$ cat src/rtl/peak_meter_pkg.sv
// Shared metering definitions: magnitude width derivation, saturating magnitude,
// and the hold/decay state encoding used by per-channel peak logic.
package peak_meter_pkg;

  typedef enum logic [0:0] {
    StHold  = 1'b0,
    StDecay = 1'b1
  } hold_state_e;

  function automatic int unsigned mag_width(input int unsigned data_w, input bit signed_in);
    return signed_in ? data_w - 1 : data_w;
  endfunction

  // Magnitude of the low data_w bits of x; the most-negative code saturates to full scale.
  function automatic logic [31:0] mag_sat(input logic [31:0] x, input int unsigned data_w,
                                          input bit signed_in);
    logic [31:0] mask_d;
    logic [31:0] mask_m;
    logic [31:0] neg;
    mask_d = (data_w >= 32) ? 32'hffff_ffff : ((32'd1 << data_w) - 32'd1);
    if (!signed_in) return x & mask_d;
    mask_m = mask_d >> 1;
    if (((x >> (data_w - 1)) & 32'd1) == 32'd0) return x & mask_m;
    neg = (~x + 32'd1) & mask_d;
    return (neg > mask_m) ? mask_m : neg;
  endfunction

endpackage

$ cat src/rtl/peak_meter_chan.sv
// One metering channel: sample magnitude, window max accumulator, peak-hold/decay
// state machine and the registered display outputs.
module peak_meter_chan
  import peak_meter_pkg::*;
#(
  parameter int unsigned DataW       = 16,
  parameter int unsigned HoldWindows = 4,
  parameter int unsigned DecayStep   = 1,
  parameter bit          SignedIn    = 1'b1,
  localparam int unsigned MagW       = mag_width(DataW, SignedIn)
) (
  input  logic             dclk,
  input  logic             rst,
  input  logic             clear_i,
  input  logic             valid_i,
  input  logic             final_i,
  input  logic [DataW-1:0] din_i,
  output logic [MagW-1:0]  peak_o,
  output logic [MagW-1:0]  win_max_o,
  output logic             clip_o
);

  localparam int unsigned HoldW = (HoldWindows > 0) ? $clog2(HoldWindows + 1) : 1;
  localparam logic [HoldW-1:0] HoldReload = HoldW'(HoldWindows);

  hold_state_e      state_q;
  logic [HoldW-1:0] hold_cnt_q;
  logic [MagW-1:0]  acc_q, peak_q, win_max_q;
  logic             clip_q;

  logic [MagW-1:0]  mag, result, decay_floor;
  logic [MagW:0]    decay_diff;

  assign mag         = MagW'(mag_sat(32'(din_i), DataW, SignedIn));
  assign result      = (mag > acc_q) ? mag : acc_q;
  assign decay_diff  = {1'b0, peak_q} - (MagW + 1)'(DecayStep);
  // Borrow out of the subtraction means the decay would wrap: clamp at zero.
  assign decay_floor = decay_diff[MagW] ? '0 : decay_diff[MagW-1:0];

  always_ff @(posedge dclk or posedge rst) begin
    if (rst) begin
      state_q    <= StHold;
      hold_cnt_q <= '0;
      acc_q      <= '0;
      peak_q     <= '0;
      win_max_q  <= '0;
      clip_q     <= 1'b0;
    end else if (clear_i) begin
      state_q    <= StHold;
      hold_cnt_q <= '0;
      acc_q      <= '0;
      peak_q     <= '0;
      win_max_q  <= '0;
      clip_q     <= 1'b0;
    end else if (valid_i) begin
      if (!final_i) begin
        acc_q <= result;
      end else begin
        acc_q     <= '0;
        win_max_q <= result;
        clip_q    <= &result;
        case (state_q)
          StHold: begin
            if (result >= peak_q) begin
              peak_q     <= result;
              hold_cnt_q <= HoldReload;
            end else if (hold_cnt_q != '0) begin
              hold_cnt_q <= hold_cnt_q - HoldW'(1);
            end else begin
              state_q <= StDecay;
            end
          end
          StDecay: begin
            if (result >= decay_floor) begin
              peak_q     <= result;
              hold_cnt_q <= HoldReload;
              state_q    <= StHold;
            end else begin
              peak_q <= decay_floor;
            end
          end
          default: state_q <= StHold;
        endcase
      end
    end
  end

  assign peak_o    = peak_q;
  assign win_max_o = win_max_q;
  assign clip_o    = clip_q;

endmodule

$ cat src/rtl/peak_meter.sv
// Multi-channel windowed peak meter: shared window counter and update strobe,
// with one peak_meter_chan per channel.
module peak_meter
  import peak_meter_pkg::*;
#(
  parameter int unsigned DataW       = 16,
  parameter int unsigned Channels    = 2,
  parameter int unsigned WinLog2     = 9,
  parameter int unsigned HoldWindows = 4,
  parameter int unsigned DecayStep   = 1,
  parameter bit          SignedIn    = 1'b1,
  localparam int unsigned MagW       = mag_width(DataW, SignedIn)
) (
  input  logic                     dclk,
  input  logic                     rst,
  input  logic                     clear_i,
  input  logic                     din_valid_i,
  input  logic [Channels*DataW-1:0] din_i,
  output logic [Channels*MagW-1:0]  peak_out_o,
  output logic [Channels*MagW-1:0]  win_max_o,
  output logic [Channels-1:0]       clip_o,
  output logic                      peak_valid_o
);

  logic [WinLog2-1:0] win_cnt_q;
  logic               peak_valid_q;
  logic               win_final;

  assign win_final = &win_cnt_q;

  always_ff @(posedge dclk or posedge rst) begin
    if (rst) begin
      win_cnt_q    <= '0;
      peak_valid_q <= 1'b0;
    end else if (clear_i) begin
      win_cnt_q    <= '0;
      peak_valid_q <= 1'b0;
    end else begin
      peak_valid_q <= din_valid_i & win_final;
      if (din_valid_i) win_cnt_q <= win_cnt_q + WinLog2'(1);
    end
  end

  assign peak_valid_o = peak_valid_q;

  for (genvar c = 0; c < Channels; c++) begin : g_chan
    peak_meter_chan #(
      .DataW       (DataW),
      .HoldWindows (HoldWindows),
      .DecayStep   (DecayStep),
      .SignedIn    (SignedIn)
    ) u_chan (
      .dclk      (dclk),
      .rst       (rst),
      .clear_i   (clear_i),
      .valid_i   (din_valid_i),
      .final_i   (win_final),
      .din_i     (din_i[c*DataW +: DataW]),
      .peak_o    (peak_out_o[c*MagW +: MagW]),
      .win_max_o (win_max_o[c*MagW +: MagW]),
      .clip_o    (clip_o[c])
    );
  end

endmodule
$ cat config.mk
export PLATFORM = sky130hd
export DESIGN_NAME = peak_meter
export DESIGN_NICKNAME = d
export VERILOG_FILES = /design/src/rtl/peak_meter_pkg.sv /design/src/rtl/peak_meter_chan.sv /design/src/rtl/peak_meter.sv
export SDC_FILE = /design/constraint.sdc
export NUM_CORES = 1
export LEC_CHECK = 0
export ABC_AREA = 1
export CAP_MARGIN = 10
export CORE_MARGIN = 2
export CORE_UTILIZATION = 50
export CTS_CLUSTER_DIAMETER = 120
export CTS_CLUSTER_SIZE = 28
export DETAILED_ROUTE_END_ITERATION = 10
export PLACE_DENSITY_LB_ADDON = 0.05
export SKIP_LAST_GASP = 1
export SLEW_MARGIN = 20
export SYNTH_ARGS = -nofsm -noshare
export SYNTH_HDL_FRONTEND = slang
export SYNTH_SLANG_ARGS = --single-unit
$ cat constraint.sdc
create_clock -name dclk -period 9.2 [get_ports dclk]
set_input_delay 1.38 -clock dclk [delete_from_list [all_inputs] [get_ports dclk]]
set_output_delay 1.38 -clock dclk [all_outputs]
set_load 0.02 [all_outputs]
==> impl_metrics.json <==
{
  "core_area_mm2": 0.0181,
  "dr.max_layer_used": "met4",
  "cts_hold_buffers": 0,
  "numClockSinks": 110,
  "power.leakage_nw": 5.34,
  "final_nets": 1535,
  "setup-tns-final_ns": 0,
  "synth_top_area_cell": "dfrtp_1",
  "ys_top_cells_by_count": "nand2_1 (319), inv_1 (199), dfrtp_1 (110)",
  "met2_length_mm": 12.1,
  "cpMostUsedCell": "o21ai_0",
  "status": "finished clean",
  "fin_crit_ns": 6.43,
  "slowest_stage": "a21oi_1",
  "relSlewSlack_pct": 39.5,
  "clkTransAtPathRegs_ns": 0.07,
  "root_buffer": "clkbuf_16",
  "worstSetupEndpointType": "register",
  "place.gp.congestion": 0.921,
  "cpPeakStageDelay_ns": 0.46,
  "post_cts_buffers": 0,
  "r2r_setup_slack_ns": 5.12,
  "hold_path_class": "register to register",
  "wl_per_cell_um": 15.3,
  "synth_ff_type": "dfrtp_1",
  "wl_met3_mm": 1.07,
  "cp-endpoint": "g_chan[1].u_chan.peak_o[10]",
  "clkLatencyLatePin_ns": 0.37,
  "ios": 99,
  "startpoint": "din_i[17]",
  "r2r-end": "g_chan[0].u_chan.peak_o[14]",
  "final_cell_area_mm2": 0.0107,
  "timing.rr.start": "g_chan[0].u_chan.acc_q[14]",
  "htree_levels": 3,
  "cts_made_buffers": 9,
  "startpoint_type": "primary input",
  "antenna_found_initial": 0,
  "worstPathRequired_ns": 9.48,
  "num_rows": 49,
  "yosysTopAreaCellShare_pct": 29.5,
  "grt_max_degree": 72,
  "final-hold-violation-count": 0,
  "hpwl_mm": 19.1,
  "cts_tree": "done",
  "dpl_cell_area_mm2": 0.0104,
  "area_delta_synth_final_pct": 14.8,
  "met1_length_mm": 11.2,
  "yosysSeqAreaShare_pct": 29.5,
  "detail-route-antenna-nets": 0,
  "synth.area.top_cells": "dfrtp_1 (30%), ha_1 (13%), nand2_1 (13%)",
  "hp-start": "g_chan[0].u_chan.hold_cnt_q[1]",
  "whs_ns": 0.480,
  "fill_cells": 1755,
  "track_usage_pct": 25.9,
  "finalSetupViolCount": 0,
  "synthCells": 1323,
  "synth_edf_count": 0,
  "yosysUniqueCellTypes": 48,
  "grt_pass1_wl_mm": 41.3,
  "rsz0062_at_grt": "no",
  "start_util_pct": 51.4,
  "fp.dieW_um": 141,
  "fin_skew_ns": 0.0104,
  "drv_slew": 0,
  "netlist_area_mm2": 0.00933,
  "io_buffers": 98,
  "die_h_um": 141,
  "syn_nets": 1455,
  "via_per_inst": 5.31,
  "gr-total-overflow": 0,
  "drc": 0,
  "firstDrtPassIters": 5,
  "fin_crit_sh_pct": 69.9,
  "worst_pin_slew_ns": 0.907,
  "die_area_mm2": 0.0198,
  "drt-initial-drc-count": 610,
  "crit_type": "primary input to register",
  "ys.warnings.count": 0,
  "wirelength_mm": 25.0,
  "rr_worst_depth": 25,
  "vias": 8694,
  "yosysMostFrequentCell": "nand2_1",
  "worstPathArrival_ns": 6.71,
  "final_layout_size_suffix_gt1_share_pct": 8.67,
  "diodes": 0,
  "fmax_mhz": 155,
  "vdd_drop_max_uv": 108,
  "max-cap-violations": 0,
  "ctsLongestPathBuffers": 2,
  "grt_pass1_vias": 8168,
  "ys_ff_latch": 110,
  "async_flop_share_pct": 100,
  "cts_resized": 0,
  "avgSynthCellArea_um2": 7.05,
  "power.density_mw_per_mm2": 174,
  "cp_max_fo": 23
}
-- flip-flops by register name (all words and copies together), names as in the netlist --
signal	cells
g_chan.u_chan.win_max_o	30
g_chan.u_chan.state_q	2
win_cnt_q	9
peak_valid_o	1
g_chan.u_chan.clip_o	2
g_chan.u_chan.acc_q	30
g_chan.u_chan.hold_cnt_q	6
g_chan.u_chan.peak_o	30
-- layer usage --
layer  up-vias  track usage, %
met5         -               0
met4         0            8.47
met3        43            3.43
met2       203            44.3
met1      3986            34.3
li1       4462               -
-- layout make-up --
class                      count  area [um^2]  area share [%]
clock buffer                  10          229            2.14
clock inverter                 5         58.8           0.549
inverter                     218          826            7.71
multi-input combinational    962         5550            51.8
sequential                   110         2750            25.7
tap                          229          287            2.67
timing repair buffer         102         1010            9.44
-- how the worst min path moves through the flow --
| stage | endpoint | slack (ns) | cells after the start |
|---|---|---|---|
| CTS | g_chan[0].u_chan.hold_cnt_q[1] | 0.49 | 2 |
| floorplan | g_chan[0].u_chan.hold_cnt_q[1] | 0.44 | 2 |
| global route | win_cnt_q[8] | 0.51 | 2 |
| finish | g_chan[0].u_chan.hold_cnt_q[1] | 0.48 | 2 |
| detailed placement | g_chan[0].u_chan.hold_cnt_q[1] | 0.47 | 2 |
| global placement | win_cnt_q[8] | 0.46 | 2 |
-- power breakdown --
group          switching [mW]  leakage (nW)  internal [mW]  total [mW]
logic                   0.605          3.70          0.324       0.929
registers              0.0263          1.51          0.513       0.539
clock network           0.189         0.135          0.211       0.400
-- critical path: cells and delay by family --
family,cells,cell delay [ns]
and+or+nand+nor,13,1.64
AOI/OAI and AO/OA,8,1.55
buffers and inverters,6,1.11
adders and majority gates,3,0.82
xor gates and xnor gates,1,0.16
-- layout by cell type (no fill, tap or decap), drive strengths merged, types with 10 or more instances in the layout --
cell / instances
o21ai: 138
ha: 96
nand3: 101
o22ai: 31
a21oi: 55
nand4: 19
inv: 218
clkdlybuf4s50: 98
clkbuf: 10
nand2: 343
xor2: 17
nor3: 15
dfrtp: 110
nor2: 115
-- stage by stage --
| step | setup slack, ns | utilization, % | cells | total power, mW |
|---|---|---|---|---|
| after floorplan | 3.69 | - | 1323 | 1.24 |
| after global placement | 2.43 | 57.4 | 1621 | 1.46 |
| after detailed placement | 2.44 | 57.4 | 1621 | 1.47 |
| after CTS | 2.81 | 59.0 | 1636 | 1.87 |
| after global routing | 2.15 | 59.0 | 1636 | 2.04 |
| final | 2.77 | 59.0 | 1636 | 1.87 |
-- logic make-up (layout without fill, tap and decap cells) --
kind of cell	count (synthesis)	after routing	synth area share (%)
buffers and inverters	251	335	11.1
AOI/OAI and AO/OA	236	236	14.1
adders and majority gates	96	96	12.9
DFF	110	110	29.5
xor gates and xnor gates	23	23	2.16
and+or+nand+nor	607	607	30.3
No activity file was read; power rests on OpenSTA's default activity.
